## src/rtl/clk_div_bank.sv

```systemverilog
// clk_div_bank: bank of independently configurable clock dividers with deferred reconfiguration and global phase restart
module clk_div_bank #(
  parameter int NUM_CH = 4,
  parameter int WIDTH = 16,
  localparam int CH_W = (NUM_CH > 1) ? $clog2(NUM_CH) : 1
) (
  input  logic              pl_clk,
  input  logic              pl_resetn,
  input  logic              cfg_valid,
  output logic              cfg_ready,
  input  logic [CH_W-1:0]   cfg_ch,
  input  logic [WIDTH-1:0]  cfg_div,
  input  logic              cfg_mode,
  input  logic              sync_restart,
  output logic [NUM_CH-1:0] div_out,
  output logic [NUM_CH-1:0] active
);
  typedef enum logic [1:0] {IDLE, RUN, PEND} state_t;
  logic [NUM_CH-1:0] w_sel;
  logic [NUM_CH-1:0] w_pend;
  // Out-of-range channel selects match no channel, so they are always ready and then dropped.
  assign cfg_ready = ~|(w_sel & w_pend);
  genvar i;
  for (i = 0; i < NUM_CH; i++) begin : g_ch
    state_t           r_st, w_st_n;
    logic [WIDTH-1:0] r_cnt, r_div, r_pdiv, w_cnt_n, w_div_n, w_pdiv_n;
    logic             r_mode, r_pmode, r_out, w_mode_n, w_pmode_n, w_out_n;
    logic             w_acc, w_term;
    assign w_sel[i]   = cfg_ch == CH_W'(i);
    assign w_pend[i]  = r_st == PEND;
    assign w_acc      = cfg_valid && cfg_ready && w_sel[i];
    assign w_term     = r_cnt == r_div - WIDTH'(1);
    assign div_out[i] = r_out;
    assign active[i]  = r_st != IDLE;
    // Channel state register; reset discards any pending reconfiguration.
    always_ff @(posedge pl_clk or negedge pl_resetn) begin
      if (!pl_resetn) begin
        r_st    <= IDLE;
        r_cnt   <= '0;
        r_div   <= '0;
        r_pdiv  <= '0;
        r_mode  <= 1'b0;
        r_pmode <= 1'b0;
        r_out   <= 1'b0;
      end else begin
        r_st    <= w_st_n;
        r_cnt   <= w_cnt_n;
        r_div   <= w_div_n;
        r_pdiv  <= w_pdiv_n;
        r_mode  <= w_mode_n;
        r_pmode <= w_pmode_n;
        r_out   <= w_out_n;
      end
    end
    // Next state: restart beats everything, idle channels load directly, running channels count and defer reconfiguration to the terminal count.
    always_comb begin
      w_st_n    = r_st;
      w_cnt_n   = r_cnt;
      w_div_n   = r_div;
      w_pdiv_n  = r_pdiv;
      w_mode_n  = r_mode;
      w_pmode_n = r_pmode;
      w_out_n   = r_out;
      if (sync_restart) begin
        w_cnt_n = '0;
        w_out_n = 1'b0;
        if (w_acc) begin
          w_div_n  = cfg_div;
          w_mode_n = cfg_mode;
          w_st_n   = (cfg_div != '0) ? RUN : IDLE;
        end else if (r_st == PEND) begin
          w_div_n  = r_pdiv;
          w_mode_n = r_pmode;
          w_st_n   = (r_pdiv != '0) ? RUN : IDLE;
        end
      end else if (r_st == IDLE) begin
        if (w_acc) begin
          w_div_n  = cfg_div;
          w_mode_n = cfg_mode;
          w_cnt_n  = '0;
          w_out_n  = 1'b0;
          w_st_n   = (cfg_div != '0) ? RUN : IDLE;
        end
      end else begin
        w_cnt_n = w_term ? '0 : r_cnt + WIDTH'(1);
        w_out_n = r_mode ? w_term : (r_out ^ w_term);
        if (w_acc) begin
          w_pdiv_n  = cfg_div;
          w_pmode_n = cfg_mode;
          w_st_n    = PEND;
        end else if (r_st == PEND && w_term) begin
          w_div_n  = r_pdiv;
          w_mode_n = r_pmode;
          w_st_n   = (r_pdiv != '0) ? RUN : IDLE;
          w_out_n  = (r_pdiv == '0 || r_pmode != r_mode) ? 1'b0 : w_out_n;
        end
      end
    end
  end
endmodule

```

## config.mk

```make
export PLATFORM = sky130hd
export DESIGN_NAME = clk_div_bank
export DESIGN_NICKNAME = d
export VERILOG_FILES = /design/src/rtl/clk_div_bank.sv
export SDC_FILE = /design/constraint.sdc
export NUM_CORES = 1
export LEC_CHECK = 0
export BUFFER_PORTS_ARGS = -buffer_cell sky130_fd_sc_hd__buf_4
export CAP_MARGIN = 10
export CORE_MARGIN = 5
export CORE_UTILIZATION = 52
export CTS_BUF_LIST = sky130_fd_sc_hd__clkbuf_16
export CTS_CLUSTER_DIAMETER = 40
export DETAILED_ROUTE_END_ITERATION = 10
export GPL_TIMING_DRIVEN = 0
export HOLD_SLACK_MARGIN = 0.05
export PLACE_DENSITY = 0.71
export SLEW_MARGIN = 40
export SYNTH_ARGS = -nofsm -noshare
export SYNTH_HDL_FRONTEND = slang
export SYNTH_SLANG_ARGS = --single-unit
```

## constraint.sdc

```tcl
create_clock -name pl_clk -period 3.39 [get_ports pl_clk]
set_input_delay 0.5085 -clock pl_clk [delete_from_list [all_inputs] [get_ports pl_clk]]
set_output_delay 0.5085 -clock pl_clk [all_outputs]
set_load 0.01 [all_outputs]
```

# Word level (Yosys, flattened, before mapping)
# Cells that the tools add are included.
# totals
ff_bits	212
latch_bits	0
ram_bits	0
romBits	0
input_bits	23
wordCells	255
memories	0
# op_classes
n_addsub	8
multipliers	0
div_mod_pow	0
order_cmp	0
n_eq_ne	27
shift	0
muxes	133
bitwise_logic	10
n_reduce_logical	49
# ops
cell	count
two-way mux 16 bit	44
nonzero test 16 bit	5
adder 16 x 1 -> 16 bit, second input constant	4
== test 16 bit	4
logical NOT 16 bit	4
subtractor 16 x 1 -> 16 bit, second input constant	4
two-way mux 1 bit	61
two-way mux 2 bit	28
AND reduction 3 bit	8
AND reduction 4 bit	4
== test 2 bit, second input constant	6
inequality test 3 x 1 -> 1 bit, second input constant	4
inequality test 3 x 2 -> 1 bit, second input constant	4
inequality test 3 bit, second input constant	4
nonzero test 3 bit	4
logical NOT 2 bit	5
logical AND 1 bit	9
nonzero test 2 bit	4
inverter 1 bit	5
bitwise AND 4 bit	1
logical OR 1 bit	4
inequality test 1 bit	4
OR reduction 4 bit	1
bitwise XOR 1 bit	4
2 further kinds	2

# Depth between registers and ports, before layout
# depth
ltp_word	9
ltp_mapped	13

# Worst setup path before layout
# Ideal clock, no wire load.
# synth_timing
path_kind	reg-to-reg
start	reg g_ch[2].r_div[0]
end	reg g_ch[2].r_div[10]
t_arrival_ns	3.181
path_slack_ns	0.084
path_stages_with_launch	13
path_cell_list	dfrtp_1 -> inv_1 -> ha_1 -> buf_2 -> or4b_1 -> or4_1 -> o211a_1 -> o21ai_0 -> a21boi_0 -> nand4_1 -> a21oi_2 -> buf_4 -> mux2_2
# synth_between
elab_chain_cells	5
# synth_rtl
element	line	text
start, declared	26	logic [WIDTH-1:0] r_cnt, r_div, r_pdiv, w_cnt_n, w_div_n, w_pdiv_n;
start signal, assigned	48	r_div <= w_div_n;
subtractor 16 x 1 -> 16 bit	32	assign w_term = r_cnt == r_div - WIDTH'(1);
== test 16 bit	32	
logical AND 1 bit	91	end else if (r_st == PEND && w_term) begin
nonzero test 3 bit (no source line)	--	
AND reduction 4 bit (no source line)	--	
# Every way passes these cells.
# A chain may end at the register's enable or synchronous reset.

# Worst setup path after layout
# layout_timing
start	reg g_ch[1].r_div[1]
end	reg g_ch[1].r_st[1]
# layout_between
elab_chain_cells	5
# layout_rtl
element	line	text
start, declared	26	
start signal, assigned	48	
subtractor 16 x 1 -> 16 bit	32	
== test 16 bit	32	
logical AND 1 bit	91	
nonzero test 3 bit (no source line)	--	
AND reduction 3 bit (no source line)	--	
end signal, assigned	46	r_st <= w_st_n;
end, declared	25	state_t r_st, w_st_n;
# Every way passes these cells.

==> flow_summary.rst <==
.. list-table::
   :header-rows: 1

   * - Metric
     - Value
   * - DRC violation count after routing
     - 0
   * - Total number of nets in the final design
     - 1,417
   * - Number of nets in the synthesized netlist
     - 1,326
   * - Crit path kind
     - register to register
   * - Critical path's largest stage delay
     - 0.53 ns
   * - Commonest non-fill, non-tap cell in the layout
     - dfrtp_1
   * - Path class of the lowest-slack min-delay path
     - input port to register
   * - Detailed-route vias per instance
     - 6.093
   * - Clock skew after layout
     - 0.01511 ns
   * - Fraction of the yosys area taken by sequential cells
     - 40.99%
   * - Clock transition at the register clock pins on the worst setup and hold paths after CTS
     - 0.05 ns
   * - Portion of the clock cycle consumed by the worst path in the final layout
     - 96.85%
   * - 1st-pass router iterations
     - 6
   * - Final core utilization
     - 62.23%
   * - Asr flop ratio synth
     - 100.0%
   * - R2r startpoint
     - g_ch[1].r_div[1]
   * - Max-cap viol count
     - 0
   * - Wire length of the first global-routing pass
     - 53,690 µm
   * - Reported leakage power
     - 0.006487 µW
   * - Total Wirelength
     - 32,790 µm
   * - Number of standard cells after synthesis
     - 1,295
   * - Arr. time, crit path
     - 3.66 ns
   * - Buffers from clock root to sink, at most
     - 3
   * - Clk Latency, worst-skew pair
     - 0.51 ns
   * - Proportion of netlist area held by the largest area contributor
     - 40.99%
   * - Cts bufs inserted
     - 34
   * - Number of max-slew violations in the final report
     - 0
   * - Rows
     - 57
   * - Pin count of the biggest net entering global routing
     - 73
   * - Run status
     - finished, final reports clean
   * - Cell taking the most area after synthesis
     - dfrtp_1
   * - RSZ-0062 raised after global routing
     - false
   * - Pwr dens
     - 814.5 nW/µm²
   * - Slowest library cell on the worst path
     - or4b_4
   * - Layout cells sized above 1
     - 25.25%
   * - Worst VDD drop
     - 0.0005196 V
   * - Die X-Extent
     - 167.8 µm
   * - Leading cell types in the layout, fill and taps excluded
     - 212 x dfrtp_1, 157 x mux2_2, 90 x nand2_1
   * - Ys Warns
     - 0
   * - Die height
     - 167.8 µm
   * - Level count of the clock H-tree
     - 2
   * - Layout Area Growth over Synthesis
     - 17.28%
   * - Clock tree from TritonCTS
     - built
   * - Min cycle time layout
     - 3.283 ns
   * - Avg Inst Size Synth
     - 9.994 µm²
   * - Critical path launch point type
     - register
   * - Most Frequent Cell on Critical Path
     - buf_6
   * - Core outline area
     - 24,390 µm²
   * - Worst flop-to-flop path endpoint
     - g_ch[1].r_st[1]
   * - Count of nets left with antenna violations after detail routing
     - 0
   * - Normalized max-slew margin
     - 49.01%
   * - Via count of the first global-routing pass
     - 10,294
   * - Final count of negative-setup-slack endpoints
     - 0
   * - Global routing usage summed across all routing layers
     - 22.93%
   * - Number of storage elements in the synthesis netlist
     - 212
   * - Initial cell density of the core
     - 53.06%
   * - Buffers on Ports
     - 28
   * - Initial drt markers
     - 913
   * - Routed wire length per instance
     - 18.91 µm
   * - Post-detail-place hpwl
     - 22,780 µm
   * - Routability-driven placement congestion ratio
     - 0.8863
   * - Top post-synthesis cells by area
     - dfrtp_1 41%, mux2_2 14%, xnor2_1 3.1%
   * - Number of placed cells counting well taps
     - 1,650
   * - Remaining Overflow, GRT
     - 0
   * - Crit path launch
     - g_ch[1].r_div[1]
   * - Filler instances
     - 2,047
   * - Highest achievable clock rate
     - 0.3046 GHz
   * - Worst Path Max Fanout
     - 10
   * - Distinct cells, synth
     - 83
   * - Worst-margin pin slew
     - 0.7607 ns
   * - Register-to-Register Path Depth
     - 12
   * - Antenna diode count
     - 0
   * - Ys flop type
     - dfrtp_1
   * - Critical-path cell list
     - inv_2 -> ha_4 -> or4b_1 -> buf_4 -> nand2b_4 -> or4b_4 -> a311oi_4 -> nand4bb_4 -> and3_4 -> buf_6 -> buf_6 -> a311o_1
   * - Endpoints failing hold
     - 0
   * - Cell at the root of the clock tree
     - clkbuf_16
   * - EDFF count, synth
     - 0
   * - Die footprint
     - 28,150 µm²
   * - Worst EP required
     - 3.77 ns
   * - Post-synthesis instance area
     - 12,940 µm²
   * - Worst reg-to-reg setup slack
     - 0.11 ns
   * - Clock tree sinks
     - 212
   * - Number of standard cells in the final layout excluding fillers
     - 1,734
   * - Crit path capture
     - g_ch[1].r_st[1]
   * - CP endpoint kind
     - register
   * - Setup Total Neg Slack
     - 0 ns
   * - Number of vias in the routed layout
     - 10,565
   * - Top-level port count
     - 32
   * - Antenna violations before repair
     - 0
layout make-up:
type                            count  area (µm²)  share of cell area, %
Multi-Input combinational cell    974        7326                  48.26
Sequential cell                   212        5305                  34.95
Clock buffer                       35       875.8                  5.770
Timing Repair Buffer               57       503.0                  3.314
Tap cell                          324       405.4                  2.671
Buffer                             66       354.1                  2.333
Clock inverter                     25       255.2                  1.682
Inverter                           41       153.9                  1.014
stage by stage:
stage               cell area [µm²]  power, µW  setup WS (ns)  hold WS (ns)
floorplan                     12940       7497        0.08405        0.2129
global placement              13560       8436        -0.4929        0.5113
detailed placement            13670       8604        -0.5180        0.3785
CTS                           14990      12250      0.0007674        0.3110
global route                  15180      13120      0.0008824        0.3189
finish                        15180      12360         0.1069        0.3355
cells in the mapped netlist (4+ instances only):
cell,instances
dfrtp_1,212
mux2_2,157
nand2_1,91
o21ai_0,80
nor2_1,75
nand3_1,48
xnor2_1,46
clkbuf_1,44
xor2_1,43
inv_1,41
nor3_1,37
mux2i_1,36
a21oi_1,35
nor4_1,34
and3_1,23
a21o_1,18
nor3b_1,18
nand4_1,17
nand2b_1,15
or4_1,14
a221oi_1,10
nor2b_1,10
or3_1,10
a221oi_2,9
nand3b_1,9
a31oi_1,8
buf_2,8
ha_1,8
o211ai_1,8
buf_4,7
o311ai_0,7
or2_2,7
buf_6,6
a211oi_1,5
a22o_1,5
and2_1,5
o31ai_1,5
a211o_1,4
and4_1,4
nor4b_1,4
o2bb2ai_1,4
o31a_1,4
or4b_1,4
critical path: cells and delay by family, from the launching register on:
kind	cells	cell delay [ns]
compound gates	2	0.57
simple gates	5	1.50
fa+ha+maj	1	0.13
flops	1	0.39
buf+inv	4	0.55
cell families (layout without fill, tap and decap cells):
group / count (synthesis) / in the layout / share of synthesized area (%)
simple gates: 441 / 441 / 18.55
fa+ha+maj: 8 / 8 / 0.7734
compound gates: 243 / 243 / 13.43
xor+xnor: 89 / 89 / 6.023
buf+inv: 109 / 224 / 3.790
flops: 212 / 212 / 40.99
mux: 193 / 193 / 16.44
registers in the layout, summed over array words and instances (netlist names):
signal,flops
g_ch.r_out,4
g_ch.r_pmode,4
g_ch.r_div,64
g_ch.r_st,8
g_ch.r_cnt,64
g_ch.r_mode,4
g_ch.r_pdiv,64
power breakdown:
group / internal, µW / switching (µW) / total, µW
Clock: 2190 / 1260 / 3450
Combinational: 2280 / 2410 / 4690
Sequential: 3360 / 864 / 4220
Total: 7830 / 4540 / 12400
routing by layer:
metal / GRT usage (%) / vias to the layer above / share of wire [%]
li1: - / 4977 / -
met5: 0 / - / 0
met4: 7.410 / 0 / 2.9
met3: 3.630 / 66 / 5.1
met1: 30.91 / 5217 / 44
met2: 38.03 / 305 / 48
timing repair:
item,4_1_cts,5_1_grt
endpoints found under the hold margin,25,0
pin swaps,8,8
setup buffers,13,11
gates resized for setup,21,27
hold buffers,1,0
gates cloned,1,0
endpoints found under the setup margin,95,105
worst min-delay path by stage:
stage                      startpoint                 to  slack [ns]  cells after the start
floorplan                   pl_resetn   g_ch[0].r_cnt[0]        0.21                      0
global placement    g_ch[3].r_pdiv[3]  g_ch[3].r_pdiv[3]        0.51                      1
detailed placement          pl_resetn  g_ch[3].r_cnt[10]        0.38                      1
CTS                          cfg_mode    g_ch[2].r_pmode        0.31                      3
global route                 cfg_mode    g_ch[2].r_pmode        0.32                      3
finish                       cfg_mode    g_ch[2].r_pmode        0.34                      3
Note: power is estimated with default switching activity, not from simulation.
